`config.mk`:
```
export PLATFORM = sky130hd
export DESIGN_NAME = range_counter_flat
export DESIGN_NICKNAME = d
export VERILOG_FILES = /design/src/rtl/range_counter_if.sv /design/src/rtl/range_counter.sv /design/src/flat_wrapper.sv
export SDC_FILE = /design/constraint.sdc
export NUM_CORES = 1
export LEC_CHECK = 0
export ABC_AREA = 1
export CAP_MARGIN = 20
export CORE_MARGIN = 3
export CORE_UTILIZATION = 45
export CTS_CLUSTER_DIAMETER = 100
export CTS_CLUSTER_SIZE = 14
export DETAILED_ROUTE_END_ITERATION = 10
export PLACE_DENSITY_LB_ADDON = 0.12
export SYNTH_ARGS = -nofsm -noshare
export SYNTH_HDL_FRONTEND = slang
export SYNTH_SLANG_ARGS = --single-unit
```
`constraint.sdc`:
```
create_clock -name clock -period 1.6 [get_ports clock]
set_input_delay 0.4 -clock clock [delete_from_list [all_inputs] [get_ports clock]]
set_output_delay 0.4 -clock clock [all_outputs]
set_load 0.02 [all_outputs]
```
`src/rtl/range_counter_if.sv`:
```
`default_nettype none
// ============================================================================
// Module   : range_counter_if
// Purpose  : Bundles the compare/load inputs and window outputs of
//            range_counter.
// Signals  : counter   - external free-running count being watched
//            load      - capture on_count as the new window start
//            on_count  - new window start value
//            active    - high while the window is open
//            elapsed   - cycles elapsed inside the open window, 0 otherwise
// Modports : master drives counter/load/on_count; slave drives active/elapsed.
// Revision : 1.0 - initial release
// ============================================================================
interface range_counter_if #(
  parameter int COUNTER_WIDTH = 8,
  parameter int ELAPSED_WIDTH = 4
);
  logic [COUNTER_WIDTH-1:0] counter;
  logic                     load;
  logic [COUNTER_WIDTH-1:0] on_count;
  logic                     active;
  logic [ELAPSED_WIDTH-1:0] elapsed;

  modport master (output counter, load, on_count, input active, elapsed);
  modport slave  (input counter, load, on_count, output active, elapsed);
endinterface
`default_nettype wire

```
`src/rtl/range_counter.sv`:
```
`default_nettype none
// ============================================================================
// Module   : range_counter
// Purpose  : Opens a window of RANGE_DURATION clocks when the external
//            counter equals a loaded start value, reporting elapsed cycles.
// Ports    : clock - system clock, rising edge
//            reset - synchronous, active-high
//            bus   - range_counter_if.slave (counter, load, on_count in;
//                    active, elapsed out, both registered)
// Revision : 1.0 - initial release
// ============================================================================
module range_counter #(
  parameter int COUNTER_WIDTH  = 8,
  parameter int ELAPSED_WIDTH  = 4,
  parameter int RANGE_DURATION = 6
) (
  input  wire logic       clock,
  input  wire logic       reset,
  range_counter_if.slave  bus
);

  if (RANGE_DURATION < 1 || RANGE_DURATION > (1 << ELAPSED_WIDTH)) begin : g_bad_range
    $error("range_counter: RANGE_DURATION must lie in 1 .. 2**ELAPSED_WIDTH");
  end

  // Terminal elapsed value; fits because RANGE_DURATION <= 2**ELAPSED_WIDTH.
  localparam logic [ELAPSED_WIDTH-1:0] c_last = ELAPSED_WIDTH'(RANGE_DURATION - 1);
  localparam logic [ELAPSED_WIDTH-1:0] c_one  = ELAPSED_WIDTH'(1);

  logic [COUNTER_WIDTH-1:0] start_q, start_d;
  logic                     active_q, active_d;
  logic [ELAPSED_WIDTH-1:0] elapsed_q, elapsed_d;

  always_comb begin
    start_d   = start_q;
    active_d  = active_q;
    elapsed_d = elapsed_q;
    if (bus.load) begin
      // A load aborts any open window; the new start is only compared
      // from the next edge onward.
      start_d   = bus.on_count;
      active_d  = 1'b0;
      elapsed_d = '0;
    end else if (!active_q) begin
      if (bus.counter == start_q) begin
        active_d  = 1'b1;
        elapsed_d = '0;
      end
    end else if (elapsed_q == c_last) begin
      // Window closes; matches seen while open were ignored, so the
      // earliest retrigger is the following edge.
      active_d  = 1'b0;
      elapsed_d = '0;
    end else begin
      elapsed_d = elapsed_q + c_one;
    end
  end

  always_ff @(posedge clock) begin
    if (reset) begin
      start_q   <= '0;
      active_q  <= 1'b0;
      elapsed_q <= '0;
    end else begin
      start_q   <= start_d;
      active_q  <= active_d;
      elapsed_q <= elapsed_d;
    end
  end

  assign bus.active  = active_q;
  assign bus.elapsed = elapsed_q;

endmodule
`default_nettype wire

```
`src/flat_wrapper.sv`:
```
// flat-port wrapper written by rule: the top's interface ports become plain ports
module range_counter_flat 
#(
  parameter int COUNTER_WIDTH  = 8,
  parameter int ELAPSED_WIDTH  = 4,
  parameter int RANGE_DURATION = 6
)
  (clock, reset, bus_counter, bus_load, bus_on_count, bus_active, bus_elapsed);
  range_counter_if #(.COUNTER_WIDTH(COUNTER_WIDTH), .ELAPSED_WIDTH(ELAPSED_WIDTH)) bus_i ();
  input  wire logic clock;
  input  wire logic reset;
  input wire logic [$bits(bus_i.counter)-1:0] bus_counter;
  input wire logic [$bits(bus_i.load)-1:0] bus_load;
  input wire logic [$bits(bus_i.on_count)-1:0] bus_on_count;
  output wire logic [$bits(bus_i.active)-1:0] bus_active;
  output wire logic [$bits(bus_i.elapsed)-1:0] bus_elapsed;
  assign bus_i.counter = bus_counter;
  assign bus_i.load = bus_load;
  assign bus_i.on_count = bus_on_count;
  assign bus_active = bus_i.active;
  assign bus_elapsed = bus_i.elapsed;
  range_counter #(.COUNTER_WIDTH(COUNTER_WIDTH), .ELAPSED_WIDTH(ELAPSED_WIDTH), .RANGE_DURATION(RANGE_DURATION)) u_core (.clock(clock), .reset(reset), .bus(bus_i));
endmodule
```
==> results of run 1 <==
-- metal layers --
layer / GRT usage [%] / wire length, um / vias up
li1: - / - / 361
met1: 21.1 / 673 / 275
met2: 23.3 / 574 / 15
met3: 3.66 / 72 / 2
met4: 5.42 / 12 / 0
met5: 0 / 0 / -
-- worst min-delay path, cell delays in order (launching register included) --
cell and delay (ps):
dfxtp_1 320, inv_2 60, a21oi_1 50
-- logic make-up after synthesis --
| family | count (synthesis) | synth area share (%) |
|---|---|---|
| XOR/XNOR | 4 | 5.27 |
| AND/OR/NAND/NOR | 39 | 23.7 |
| adder cells (fa/ha/maj) | 2 | 3.77 |
| flip-flops | 13 | 39.2 |
| buffers and inverters | 19 | 10.9 |
| AO/OA/AOI/OAI | 22 | 17.1 |
-- cells in the final DEF, fill, tap and decap left out --
cell,n
nand3_1,3
xnor2_1,3
dfxtp_1,13
a21oi_1,9
or2_1,1
buf_4,2
inv_2,1
o21ai_0,12
nor2_1,10
or2_0,1
nand2_1,23
a21oi_2,1
dlygate4sd2_1,5
clkbuf_1,1
inv_1,17
ha_1,2
nand2_2,1
clkdlybuf4s50_1,18
clkbuf_4,3
xor2_1,1
-- area by class of cell --
type,count,area (um^2),area share (%)
timing repair buffer,25,239,25.3
inverter,18,67.6,7.16
clock buffer,4,26.3,2.79
tap,15,18.8,1.99
multi-input combinational,67,332,35.1
sequential,13,260,27.6
-- through the flow --
stage | hold WS, ps | power, mW
floorplan | 436 | 0.401
global placement | 452 | 0.455
detailed placement | 454 | 0.457
CTS | 467 | 0.653
global route | 504 | 0.686
finish | 470 | 0.650
-- final timing paths --
kind                                       startpoint               endpoint  slack, ps  cells past startpoint
worst min-delay path                u_core.start_q[5]      u_core.start_q[5]        470                      2
worst min register to register      u_core.start_q[5]      u_core.start_q[5]        470                      2
worst max register to register  u_core.bus.elapsed[1]  u_core.bus.elapsed[3]        340                      7
worst max-delay path            u_core.bus.elapsed[3]         bus_elapsed[3]        180                      1
-- sequential cells by signal, summed over array words and instances (netlist names) --
| register | cells |
|---|---|
| u_core.start_q | 8 |
| u_core.bus.elapsed | 4 |
| u_core.bus.active | 1 |
-- power by group through the flow --
stage | Sequential, mW | Clock (mW) | Combinational [mW]
finish | 0.345 | 0.201 | 0.104
floorplan | 0.351 | 0 | 0.0496
global placement | 0.352 | 0 | 0.102
CTS | 0.345 | 0.203 | 0.105
detailed placement | 0.352 | 0 | 0.105
global route | 0.347 | 0.221 | 0.118
==> impl_metrics.tcl, run 1 <==
set metrics [dict create \
    outcome "finished, final reports clean" \
    avgSynthCellArea_um2 6.71 \
    dpl-instance-area_um2 923 \
    worstMarginPinSlew_ps 320 \
    fin_worst_skew_ps 4.40 \
    grt_pass1_wl_mm 2.24 \
    post_cts_repair_timing_setup_buffer_count 0 \
    finalWorstSetupSlack_ps 176 \
    max-clock-path-buffers 2 \
    wire_length_per_cell_after_detailed_routing_um 9.39 \
    finish.utilization_pct 69.9 \
    cell_internal_pwr_mw 0.495 \
    min_period_over_period_pct 89.0 \
    post_route_non_filler_standard_cell_count 142 \
    fp.dieArea_mm2 0.00197 \
    drt-initial-drc-count 11 \
    cp_top_family "flip-flops" \
    io-pin-count 24 \
    clock_latency_ps 270 \
    hpwl_after_dpl_mm 1.09 \
    count_of_flip_flops_with_a_built_in_enable_after_synthesis 0 \
    initial_core_util_pct 49.2 \
    synth.yosys.seq_area_share_pct 39.2 \
    detail_route.vias_per_cell 4.60 \
    pre_cts_ws_ps 13.2 \
    swShare_pct 23.8 \
    placementRows 13 \
    worstPathRequired_ps 1200 \
    post_route_ant_nets 0 \
    relative_contribution_of_the_clock_network_to_total_power_pct 31.0 \
    final.setup.tns_ps 0 \
    place_inst 138 \
    cts_root_buffer "clkbuf_4" \
    place.port_buffers 23 \
    cts_tree "yes" \
    design.core.area_mm2 0.00135 \
    cts.sinks 13 \
    most_instantiated_library_cell_after_synthesis "nand2_1" \
    drt_first_pass_iters 4 \
    critical_path.n_buffers_inverters 1 \
    synth_top_area_share_pct 39.2 \
    async_flop_share_pct 0 \
    cts_made_buffers 3 \
    timing.critical_path.slowest_cell_delay_ps 400 \
    area.growth.synth_to_final_pct 42.0 \
    p_leak_nw 0.447 \
    p_sw_mw 0.155 \
    n_fill_cell 130 \
    diodes 0 \
    drv_slew 0 \
    setup_viol 0 \
    crit_arrival_ps 1020 \
    cp_max_fo 4 \
    syn-instance-count 99 \
    slew-limit-headroom_pct 78.7 \
    number_of_vias_after_detailed_routing 653 \
    yosys_register_bits 13 \
    ctsHoldBuffers 0 \
    synth_commonest_cells "23 x nand2_1, 17 x inv_1, 13 x dfxtp_1, 12 x o21ai_0, 10 x nor2_1" \
    min_period_ps 1420 \
    wirelength_mm 1.33 \
    grt_start_max_net_pins 14 \
    chipHeight_um 44.4 \
    ys_types 16 \
    postLayoutCellArea_um2 943 \
    worstHoldPathType "register to register" \
    cts.reportedPaths.clkPinSlew_ps 80 \
    finalHoldViolations 0 \
    criticalPathCategory "register to output pin" \
    post-route-drc-count 0 \
    yosysTopAreaCell "dfxtp_1" \
    timing.fmax_ghz 0.702 \
    postSynth.topFlopCell "dfxtp_1" \
    worst_ir_drop_vdd_mv 0.464 \
    ys_top_cells_by_area "dfxtp_1 39%, nand2_1 13%, inv_1 9.6%" \
    vias_in_the_first_global_route 572 \
    pwr-share-seq_pct 53.1 \
    post_cts.resized_instances 5 \
    cts-htree-levels 1 \
    max_cap_violations 0 \
    crit_path_cell_trace "dlygate4sd2_1" \
    syn-num-nets 120 \
    yosysWarnings 0 \
    timing.critical_path.to_type "output pin" \
    setup_repair_after_global_routing_missed_its_margin "no" \
    worst_setup_sp_type "register" \
    routabilityCongestion 0.747 \
    track_usage_pct 15.3 \
    layout-drive-gt1-share_pct 6.30 \
    total_number_of_nets_in_the_final_design 149 \
    power.combinational.fraction_pct 16.0 \
    critPathSlowestCell "dfxtp_1" \
    globalRouteOverflowTotal 0 \
    dieWidth_um 44.4 \
    power_density_mw_per_mm2 689 \
    netlist_area_um2 664 \
    antenna_found_initial 0 \
]
(Power assumes the default switching activity.)
==> run 2, diff against run 1 <==
Settings changed: CORE_MARGIN 3 to not set.
==> run 2 against run 1 <==
Compared with the run above:
- wire length up 6.6%
- sequential share of layout area down 0.22 points
- critical path depth unchanged
- cell count up 0.70%
- fmax down 1.6%
- first-iteration DRC count up 140%
- worst hold slack worse by 13 ps
- non-clock buffer count up 1
- clock power about the same
- sequential cell count unchanged
- register-to-register slack worse by 30 ps
==> impl_metrics.tcl, run 2 (synthesis gave the netlist of run 1 again) <==
set metrics [dict create \
    timing.hold.worst.start "u_core.start_q[5]" \
    ctsHoldBuffers 0 \
    post_cts_repair_timing_setup_buffer_count 0 \
    finish.utilization_pct 71.3 \
    count_of_cells_along_the_worst_register_to_register_path 8 \
    r2r_slack_ps 310 \
    registers.top_by_ff_count "u_core.start_q" \
    design.core.area_mm2 0.00133 \
    most_common_library_cell_in_the_layout_ignoring_fill_and_taps "nand2_1" \
    cts_made_buffers 3 \
    worst_setup_sp_type "register" \
    timing.fmax_ghz 0.691 \
    post_route_ant_nets 0 \
    number_of_vias_after_detailed_routing 680 \
    final.setup.tns_ps 0 \
    detail_route.vias_per_cell 4.76 \
    post-route-drc-count 0 \
    cts.reportedPaths.clkPinSlew_ps 80 \
    wire_length_per_cell_after_detailed_routing_um 9.94 \
    track_usage_pct 20.3 \
    max-clock-path-buffers 2 \
    fin_worst_skew_ps 0.465 \
    clock_latency_ps 270 \
    n_fill_cell 122 \
    layout_common_cells "23 x nand2_1, 18 x clkdlybuf4s50_1, 17 x inv_1" \
    cp_top_family "flip-flops" \
    drv_slew 0 \
    p_leak_nw 0.452 \
    diodes 0 \
    initial_core_util_pct 49.8 \
    worst_ir_drop_vdd_mv 0.522 \
    dieWidth_um 40.4 \
    place.port_buffers 23 \
    drt_first_pass_iters 4 \
    crit_path_cell_trace "dlygate4sd2_1" \
    io-pin-count 24 \
    timing.critical_path.slowest_cell_delay_ps 420 \
    hpwl_after_dpl_mm 1.12 \
    routabilityCongestion 0.717 \
    outcome "finished, final reports clean" \
    wirelength_mm 1.42 \
    worst_hold_path.endpoint "u_core.start_q[5]" \
    max_cap_violations 0 \
    largest_register_ffs 8 \
    setup_repair_after_global_routing_missed_its_margin "no" \
    setup_viol 0 \
    placementRows 13 \
    grt_start_max_net_pins 14 \
    finalHoldViolations 0 \
    crit_arrival_ps 1050 \
    min_period_ps 1450 \
    worstPathRequired_ps 1200 \
    area.growth.synth_to_final_pct 43.1 \
    worstSetupPathDepth 1 \
    hold_depth 2 \
    critical_path.reg2reg.startpoint "u_core.bus.elapsed[1]" \
    vias_in_the_first_global_route 583 \
    drt-initial-drc-count 26 \
    worstHoldPathType "register to register" \
    chipHeight_um 40.4 \
    antenna_found_initial 0 \
    power_density_mw_per_mm2 687 \
    slew-limit-headroom_pct 76.9 \
    cp_max_fo 4 \
    layout-drive-gt1-share_pct 7.03 \
    timing.critical_path.to_type "output pin" \
    reg2reg_end "u_core.bus.elapsed[2]" \
    critPathSlowestCell "dfxtp_1" \
    grt_pass1_wl_mm 2.17 \
    cts.sinks 13 \
    cts_root_buffer "clkbuf_4" \
    fp.dieArea_mm2 0.00163 \
    worstMarginPinSlew_ps 346 \
    cts_tree "yes" \
    critical_path.n_buffers_inverters 1 \
    min_period_over_period_pct 90.5 \
    globalRouteOverflowTotal 0 \
    cts-htree-levels 1 \
    criticalPathCategory "register to output pin" \
    total_number_of_nets_in_the_final_design 150 \
]
[run 2: cell count changes in the layout (fill, tap and decap cells not counted), sizes merged]
cell,delta
buf,+1
[run 2: routing by layer]
metal | up-vias | part of all wire, % | global-route usage, %
met5 | - | 0 | 0
met4 | 0 | 0.84 | 8.33
met3 | 2 | 5.0 | 5.00
met2 | 14 | 51 | 38.5
met1 | 302 | 43 | 20.7
li1 | 362 | - | -
[run 2: area by class of cell]
class / instances / area (um^2) / area share [%]
clock buffer: 4 / 26.3 / 2.76
inverter: 18 / 67.6 / 7.11
multi-input combinational: 67 / 332 / 34.9
sequential: 13 / 260 / 27.4
tap: 15 / 18.8 / 1.97
timing repair buffer: 26 / 246 / 25.9
[run 2: how the worst max path moves through the flow]
stage / from / to / slack, ps
detailed placement: bus_counter[1] / u_core.bus.elapsed[0] / 50
global route: u_core.bus.elapsed[3] / bus_elapsed[3] / 110
floorplan: u_core.bus.elapsed[1] / u_core.bus.elapsed[3] / 330
finish: u_core.bus.elapsed[3] / bus_elapsed[3] / 150
global placement: bus_counter[6] / u_core.bus.elapsed[0] / 60
CTS: u_core.bus.elapsed[3] / bus_elapsed[3] / 150
[run 2: power by group]
part           switching, mW  internal [mW]  leakage [nW]
Clock                  0.105         0.0964        0.0150
Combinational         0.0438         0.0628         0.330
Sequential           0.00736          0.337         0.107
Total                  0.156          0.497         0.452
[run 2: stage by stage]
stage	total power, mW	hold slack, ps	worst slack, ps	std cells	instance area (um^2)
CTS	0.662	463	147	143	951
global placement	0.456	445	65.0	139	931
detailed placement	0.460	450	45.4	139	931
global route	0.692	483	106	143	951
floorplan	0.401	436	332	99	664
finish	0.653	457	152	143	951
[run 2: what timing repair did]
| action | in CTS | in global routing |
|---|---|---|
| gates resized for setup | 5 | 0 |
| endpoints found under the setup margin | 5 | 0 |
| endpoints found under the hold margin | 0 | 0 |
[run 2: tightest hold or removal path, delay by kind of cell (launching register included)]
kind	cells	cell delay, ps
buf+inv	1	50
compound gates	1	50
flops	1	320
